`config.mk`:
```
export PLATFORM = sky130hd
export DESIGN_NAME = regfile_sb_flat
export DESIGN_NICKNAME = d
export VERILOG_FILES = /design/src/rtl/regfile_sb_if.sv /design/src/rtl/regfile_sb.sv /design/src/flat_wrapper.sv
export SDC_FILE = /design/constraint.sdc
export NUM_CORES = 2
export LEC_CHECK = 0
export CAP_MARGIN = 20
export CELL_PAD_IN_SITES_DETAIL_PLACEMENT = 1
export CELL_PAD_IN_SITES_GLOBAL_PLACEMENT = 2
export CORE_ASPECT_RATIO = 1.2
export CORE_MARGIN = 1
export CORE_UTILIZATION = 38
export CTS_CLUSTER_SIZE = 14
export DETAILED_ROUTE_END_ITERATION = 10
export PLACE_DENSITY = 0.7
export SLEW_MARGIN = 20
export SYNTH_ARGS = -nofsm -noshare
export SYNTH_HDL_FRONTEND = slang
export SYNTH_SLANG_ARGS = --single-unit
```
`constraint.sdc`:
```
create_clock -name clk -period 12.9 [get_ports clk]
set_clock_uncertainty 0.05 [all_clocks]
set_input_delay 2.58 -clock clk [delete_from_list [all_inputs] [get_ports clk]]
set_output_delay 2.58 -clock clk [all_outputs]
set_load 0.01 [all_outputs]
```
`src/rtl/regfile_sb_if.sv`:
```
// regfile_sb_if: read/write/reserve bus for the scoreboarded register file.
// The master drives addresses, write data and the reserve request; the slave
// (the register file) returns read data, busy flags and the busy count.
interface regfile_sb_if #(
    parameter int DATA_W = 32,
    parameter int ADDR_W = 5
);
    logic [ADDR_W-1:0] rd_addr1;
    logic [ADDR_W-1:0] rd_addr2;
    logic [DATA_W-1:0] rd_data1;
    logic [DATA_W-1:0] rd_data2;
    logic              rd_busy1;
    logic              rd_busy2;
    logic              wr_en;
    logic [ADDR_W-1:0] wr_addr;
    logic [DATA_W-1:0] wr_data;
    logic              rsv_en;
    logic [ADDR_W-1:0] rsv_addr;
    logic [ADDR_W:0]   busy_cnt;

    modport master (
        output rd_addr1, rd_addr2, wr_en, wr_addr, wr_data, rsv_en, rsv_addr,
        input  rd_data1, rd_data2, rd_busy1, rd_busy2, busy_cnt
    );

    modport slave (
        input  rd_addr1, rd_addr2, wr_en, wr_addr, wr_data, rsv_en, rsv_addr,
        output rd_data1, rd_data2, rd_busy1, rd_busy2, busy_cnt
    );
endinterface

```
`src/rtl/regfile_sb.sv`:
```
// regfile_sb: 2-read/1-write register file with a per-register busy scoreboard.
// Decode reserves a destination for a multi-cycle producer; writeback clears it.
// A reserve and a write to the same register in one cycle leave it busy, since
// the reservation belongs to a newer producer.
// Optional feature: define REGFILE_BYPASS_EN for a same-cycle write-through
// bypass on both read ports. Without it, reads show pre-edge state.
module regfile_sb #(
    parameter int DATA_W   = 32,
    parameter int ADDR_W   = 5,
    parameter int NUM_REGS = 1 << ADDR_W,
    parameter int ZERO_REG = 1
) (
    input  logic          clk,
    input  logic          rst_n,
    regfile_sb_if.slave   bus
);

    localparam int CNT_W = ADDR_W + 1;

    logic [DATA_W-1:0]   mem_r [NUM_REGS];
    logic [NUM_REGS-1:0] busy_r;
    logic [NUM_REGS-1:0] busy_nxt_s;
    logic [CNT_W-1:0]    busy_cnt_r;
    logic                wr_ok_s;
    logic                rsv_ok_s;
    logic [DATA_W-1:0]   rd_data1_s;
    logic [DATA_W-1:0]   rd_data2_s;
    logic                rd_busy1_s;
    logic                rd_busy2_s;

    // Address maps onto an implemented register.
    function automatic logic addr_legal(input logic [ADDR_W-1:0] a);
        return (32'(a) < 32'(NUM_REGS));
    endfunction

    // Address is the hardwired zero register.
    function automatic logic addr_is_zero(input logic [ADDR_W-1:0] a);
        return (ZERO_REG == 32'sd1) && (a == {ADDR_W{1'b0}});
    endfunction

    // Number of set bits in a busy vector.
    function automatic logic [CNT_W-1:0] popcount(input logic [NUM_REGS-1:0] v);
        logic [CNT_W-1:0] cnt;
        cnt = {CNT_W{1'b0}};
        for (int i = 0; i < NUM_REGS; i++) begin
            cnt = cnt + CNT_W'(v[i]);
        end
        return cnt;
    endfunction

    // Qualify write and reserve requests against illegal addresses and r0.
    always_comb begin
        wr_ok_s  = bus.wr_en  && addr_legal(bus.wr_addr)  && !addr_is_zero(bus.wr_addr);
        rsv_ok_s = bus.rsv_en && addr_legal(bus.rsv_addr) && !addr_is_zero(bus.rsv_addr);
    end

    // Next busy vector: a reserve beats a write-clear on the same register.
    always_comb begin
        busy_nxt_s = busy_r;
        for (int i = 0; i < NUM_REGS; i++) begin
            busy_nxt_s[i] = (rsv_ok_s && (bus.rsv_addr == ADDR_W'(i))) ? 1'b1 :
                            (wr_ok_s  && (bus.wr_addr  == ADDR_W'(i))) ? 1'b0 :
                            busy_r[i];
        end
    end

    // Register array storage; reset clears every entry.
    always_ff @(posedge clk or negedge rst_n) begin
        if (!rst_n) begin
            for (int i = 0; i < NUM_REGS; i++) begin
                mem_r[i] <= {DATA_W{1'b0}};
            end
        end else if (wr_ok_s) begin
            mem_r[bus.wr_addr] <= bus.wr_data;
        end
    end

    // Busy scoreboard and its popcount advance on the same edge.
    always_ff @(posedge clk or negedge rst_n) begin
        if (!rst_n) begin
            busy_r     <= {NUM_REGS{1'b0}};
            busy_cnt_r <= {CNT_W{1'b0}};
        end else begin
            busy_r     <= busy_nxt_s;
            busy_cnt_r <= popcount(busy_nxt_s);
        end
    end

    // Read port 1: zero for illegal/zero register, optional bypass, else array.
    always_comb begin
        rd_data1_s = {DATA_W{1'b0}};
        rd_busy1_s = 1'b0;
        if (!addr_legal(bus.rd_addr1) || addr_is_zero(bus.rd_addr1)) begin
            rd_data1_s = {DATA_W{1'b0}};
            rd_busy1_s = 1'b0;
        end
`ifdef REGFILE_BYPASS_EN
        else if (wr_ok_s && (bus.wr_addr == bus.rd_addr1)) begin
            rd_data1_s = bus.wr_data;
            rd_busy1_s = rsv_ok_s && (bus.rsv_addr == bus.wr_addr);
        end
`endif
        else begin
            rd_data1_s = mem_r[bus.rd_addr1];
            rd_busy1_s = busy_r[bus.rd_addr1];
        end
    end

    // Read port 2: same selection as port 1.
    always_comb begin
        rd_data2_s = {DATA_W{1'b0}};
        rd_busy2_s = 1'b0;
        if (!addr_legal(bus.rd_addr2) || addr_is_zero(bus.rd_addr2)) begin
            rd_data2_s = {DATA_W{1'b0}};
            rd_busy2_s = 1'b0;
        end
`ifdef REGFILE_BYPASS_EN
        else if (wr_ok_s && (bus.wr_addr == bus.rd_addr2)) begin
            rd_data2_s = bus.wr_data;
            rd_busy2_s = rsv_ok_s && (bus.rsv_addr == bus.wr_addr);
        end
`endif
        else begin
            rd_data2_s = mem_r[bus.rd_addr2];
            rd_busy2_s = busy_r[bus.rd_addr2];
        end
    end

    assign bus.rd_data1 = rd_data1_s;
    assign bus.rd_data2 = rd_data2_s;
    assign bus.rd_busy1 = rd_busy1_s;
    assign bus.rd_busy2 = rd_busy2_s;
    assign bus.busy_cnt = busy_cnt_r;

endmodule
```
`src/flat_wrapper.sv`:
```
// flat-port wrapper written by rule: the top's interface ports become plain ports
module regfile_sb_flat 
#(
    parameter int DATA_W   = 32,
    parameter int ADDR_W   = 5,
    parameter int NUM_REGS = 1 << ADDR_W,
    parameter int ZERO_REG = 1
)
  (clk, rst_n, bus_rd_addr1, bus_rd_addr2, bus_wr_en, bus_wr_addr, bus_wr_data, bus_rsv_en, bus_rsv_addr, bus_rd_data1, bus_rd_data2, bus_rd_busy1, bus_rd_busy2, bus_busy_cnt);
  regfile_sb_if #(.DATA_W(DATA_W), .ADDR_W(ADDR_W)) bus_i ();
  input  logic clk;
  input  logic rst_n;
  input wire logic [$bits(bus_i.rd_addr1)-1:0] bus_rd_addr1;
  input wire logic [$bits(bus_i.rd_addr2)-1:0] bus_rd_addr2;
  input wire logic [$bits(bus_i.wr_en)-1:0] bus_wr_en;
  input wire logic [$bits(bus_i.wr_addr)-1:0] bus_wr_addr;
  input wire logic [$bits(bus_i.wr_data)-1:0] bus_wr_data;
  input wire logic [$bits(bus_i.rsv_en)-1:0] bus_rsv_en;
  input wire logic [$bits(bus_i.rsv_addr)-1:0] bus_rsv_addr;
  output wire logic [$bits(bus_i.rd_data1)-1:0] bus_rd_data1;
  output wire logic [$bits(bus_i.rd_data2)-1:0] bus_rd_data2;
  output wire logic [$bits(bus_i.rd_busy1)-1:0] bus_rd_busy1;
  output wire logic [$bits(bus_i.rd_busy2)-1:0] bus_rd_busy2;
  output wire logic [$bits(bus_i.busy_cnt)-1:0] bus_busy_cnt;
  assign bus_i.rd_addr1 = bus_rd_addr1;
  assign bus_i.rd_addr2 = bus_rd_addr2;
  assign bus_i.wr_en = bus_wr_en;
  assign bus_i.wr_addr = bus_wr_addr;
  assign bus_i.wr_data = bus_wr_data;
  assign bus_i.rsv_en = bus_rsv_en;
  assign bus_i.rsv_addr = bus_rsv_addr;
  assign bus_rd_data1 = bus_i.rd_data1;
  assign bus_rd_data2 = bus_i.rd_data2;
  assign bus_rd_busy1 = bus_i.rd_busy1;
  assign bus_rd_busy2 = bus_i.rd_busy2;
  assign bus_busy_cnt = bus_i.busy_cnt;
  regfile_sb #(.DATA_W(DATA_W), .ADDR_W(ADDR_W), .NUM_REGS(NUM_REGS), .ZERO_REG(ZERO_REG)) u_core (.clk(clk), .rst_n(rst_n), .bus(bus_i));
endmodule
```
==> results.ini <==
[worst_setup_path]
r2r_slack_ns = 7.66
crit_arrival_ns = 6.78
r2r_start = u_core.busy_r[1]
cp.required_ns = 10.27
critPathSlowestCell = a211oi_1
reg2regPathDepth = 17
end_kind = primary output
path_cells = buf_6, buf_4, nand3b_1, o221ai_1, a221oi_1, a211oi_1, clkdlybuf4s50_1
cpPeakStageDelay_ns = 0.84
r2r-end = u_core.bus.busy_cnt[4]
critPathLaunchType = input pin
endpoint = bus_rd_data1[27]
cp-startpoint = bus_rd_addr1[1]
critPathKind = input pin to primary output
critPathMaxFanout = 45

[sta]
tns_ns = 0
slew_violations = 0
min_period_ns = 9.41
finalHoldViolCount = 0
fmax_mhz = 106
fin_ws_ns = 3.49
final-setup-viol-count = 0
worstMarginPinSlew_ns = 1.14
slew_headroom = 0.234
rsz0062_at_grt = no
period_share = 0.729

[yosys]
ys.flop_type = dfrtp_1
synthArstFlopShare = 1.00
syn_inst = 4191
ys_ff_latch = 1062
synth_area_leaders = dfrtp_1 46%, mux2_2 19%, mux4_2 14%
synth_edf_count = 0
seq_area_frac_synth = 0.459
synthMostInstantiatedCell = dfrtp_1
synthXorXnorAreaFrac = 0.000454
synth_mux_area_frac = 0.392
synth_cell_types = 58
synth.cell_area_sq_um = 57900
synth_compound_area_frac = 0.0598
synthSimpleGateAreaFrac = 0.0358
syn_avg_cell_area_sq_um = 13.8
synth_nets = 4279
synth-adder-area-share = 0.0100
synth-warning-count = 0
synth_top_family_by_area = multiplexers
ys_top_cells_by_count = 1062 x dfrtp_1, 963 x mux2_2, 360 x mux4_2
yosysTopAreaCell = dfrtp_1
synth_top_area_frac = 0.459

[clock_tree]
cts-root-buf = clkbuf_16
post-cts-setup-buffer-count = 0
clock_path_buffers = 3
h-tree-depth = 3
insertion_delay_ns = 0.76
cts.clk_slew.worst_paths_ns = 0.06
ctsResizeCount = 0
cts.hold.buffers_added = 0
cts_made_buffers = 119
cts_sinks = 1062
cts_tree = yes

[run]
maxCapViolCount = 0

[outcome]
status = completed

[cells_and_area]
fin_area_sq_um = 64500
drive_gt1_frac = 0.416
syn_to_final_growth_pct = 11.4
finalNetCount = 4163

[power]
p_leak_nw = 28.1
comb_power_share = 0.281
power.density_nw_per_um2 = 175
p_sw_w = 0.00350
ir_worst_vdd_v = 0.000625
p_seq_frac = 0.401
intPower_w = 0.00778
clkPwrFrac = 0.318
sw_frac_of_total = 0.310

[floorplan]
fp.dieW_microns = 358
core_area_sq_um = 151000
fp-row-count = 156
die_area_sq_um = 154000
chipHeight_microns = 429
pin_count = 128
initial_core_util = 0.383

[global_route]
grt_pass1_vias = 42001
grt_overflow_total = 0
grt_use_total = 0.289
grt_pass1_wl_microns = 319000
grt_max_degree = 174
antenna_found_initial = 24

[routing]
routed_via_density = 6.37
dr.pass1.iters = 5
drc = 0
via_count = 39220
drt-total-wl_microns = 220000
antenna_left = 0
wl_per_cell_microns = 35.8
drt_iter0_drc = 3441

[placement]
port-buffer-count = 127
pre_cts_slack_ns = 3.38
routabilityCongestion = 0.851
dpl_cell_area_sq_um = 60500
hpwl_microns = 125000

[worst_hold_path]
hp-class = flop to flop
worstHoldPathCells = 0

## cells by family (layout without fill, tap and decap cells)
logic type      count (synthesis)  count (layout)
xor+xnor                        3               3
mux                          1687            1687
other cells                     0              15
compound gates                436             436
simple gates                  463             463
flops                        1062            1062
buf+inv                       508             486
fa+ha+maj                      32              32
## layout by cell type, fill, tap and decap left out, drive strengths merged, types with 6 or more instances in the layout
cell type | netlist | layout
dfrtp | 1062 | 1062
mux2 | 994 | 994
mux4 | 363 | 363
mux2i | 330 | 330
nand2 | 313 | 313
clkbuf | 241 | 176
buf | 222 | 128
clkdlybuf4s50 | 0 | 97
a22oi | 79 | 79
o221ai | 66 | 66
a211oi | 66 | 66
o21ai | 65 | 65
a221oi | 55 | 55
nor2b | 49 | 49
inv | 44 | 48
a21oi | 35 | 35
nand4 | 34 | 34
a311oi | 33 | 33
nor2 | 30 | 30
fa | 24 | 24
clkinv | 1 | 24
diode | 0 | 15
a22o | 14 | 14
o2111ai | 11 | 11
bufinv | 0 | 11
ha | 8 | 8
nand2b | 6 | 6
nand3 | 6 | 6
## registers in the layout (all words and copies together), names as in the netlist
signal               cells
u_core.mem_r          1024
u_core.busy_r           32
u_core.bus.busy_cnt      6
## metrics by stage
| stage | std cells | total power [W] | utilization | hold WS [ns] |
|---|---|---|---|---|
| final | 6159 | 0.0113 | 0.427 | 0.349 |
| after global routing | 6154 | 0.0119 | 0.427 | 0.364 |
| after CTS | 6143 | 0.0114 | 0.428 | 0.352 |
| after detailed placement | 5928 | 0.00776 | 0.401 | 0.335 |
| after global placement | 5927 | 0.00772 | 0.401 | 0.330 |
| after floorplan | 4191 | 0.00675 | - | 0.391 |
## how the worst min path moves through the flow
stage / from / to / slack (ns)
after CTS: u_core.mem_r[1017] / u_core.mem_r[1017] / 0.35
after global placement: u_core.mem_r[1016] / u_core.mem_r[1016] / 0.33
after detailed placement: u_core.mem_r[998] / u_core.mem_r[998] / 0.34
after global routing: u_core.mem_r[1001] / u_core.mem_r[1001] / 0.36
after floorplan: u_core.mem_r[1014] / u_core.mem_r[1014] / 0.39
final: u_core.mem_r[1020] / u_core.mem_r[1020] / 0.35
## critical path: cells and delay by family
kind                   cells  cell delay [ns]
AO/OA/AOI/OAI              3             1.35
buffers and inverters      3             2.01
AND/OR/NAND/NOR            1             0.77
## cell type report
| class | instances | area (sq um) |
|---|---|---|
| Antenna cell | 15 | 37.5 |
| Tap cell | 1975 | 2470 |
| Timing Repair Buffer | 226 | 2070 |
| Multi-Input combinational cell | 2621 | 29100 |
| Sequential cell | 1062 | 26600 |
| Fill cell | 15102 | 86400 |
| Clock inverter | 40 | 514 |
| Clock buffer | 175 | 3530 |
| Inverter | 45 | 171 |
## power by group through the flow
stage / combinational (W) / clock, W / sequential [W]
floorplan: 0.00239 / 0 / 0.00436
global placement: 0.00319 / 0 / 0.00453
detailed placement: 0.00320 / 0 / 0.00456
CTS: 0.00322 / 0.00365 / 0.00450
global route: 0.00349 / 0.00376 / 0.00459
finish: 0.00317 / 0.00359 / 0.00452
## per-layer routing
metal  track usage  share of wire
met2         0.461           0.48
met1         0.391           0.42
met3        0.0431          0.056
met4         0.125          0.044
met5             0        0.00013
(Power assumes the default switching activity.)
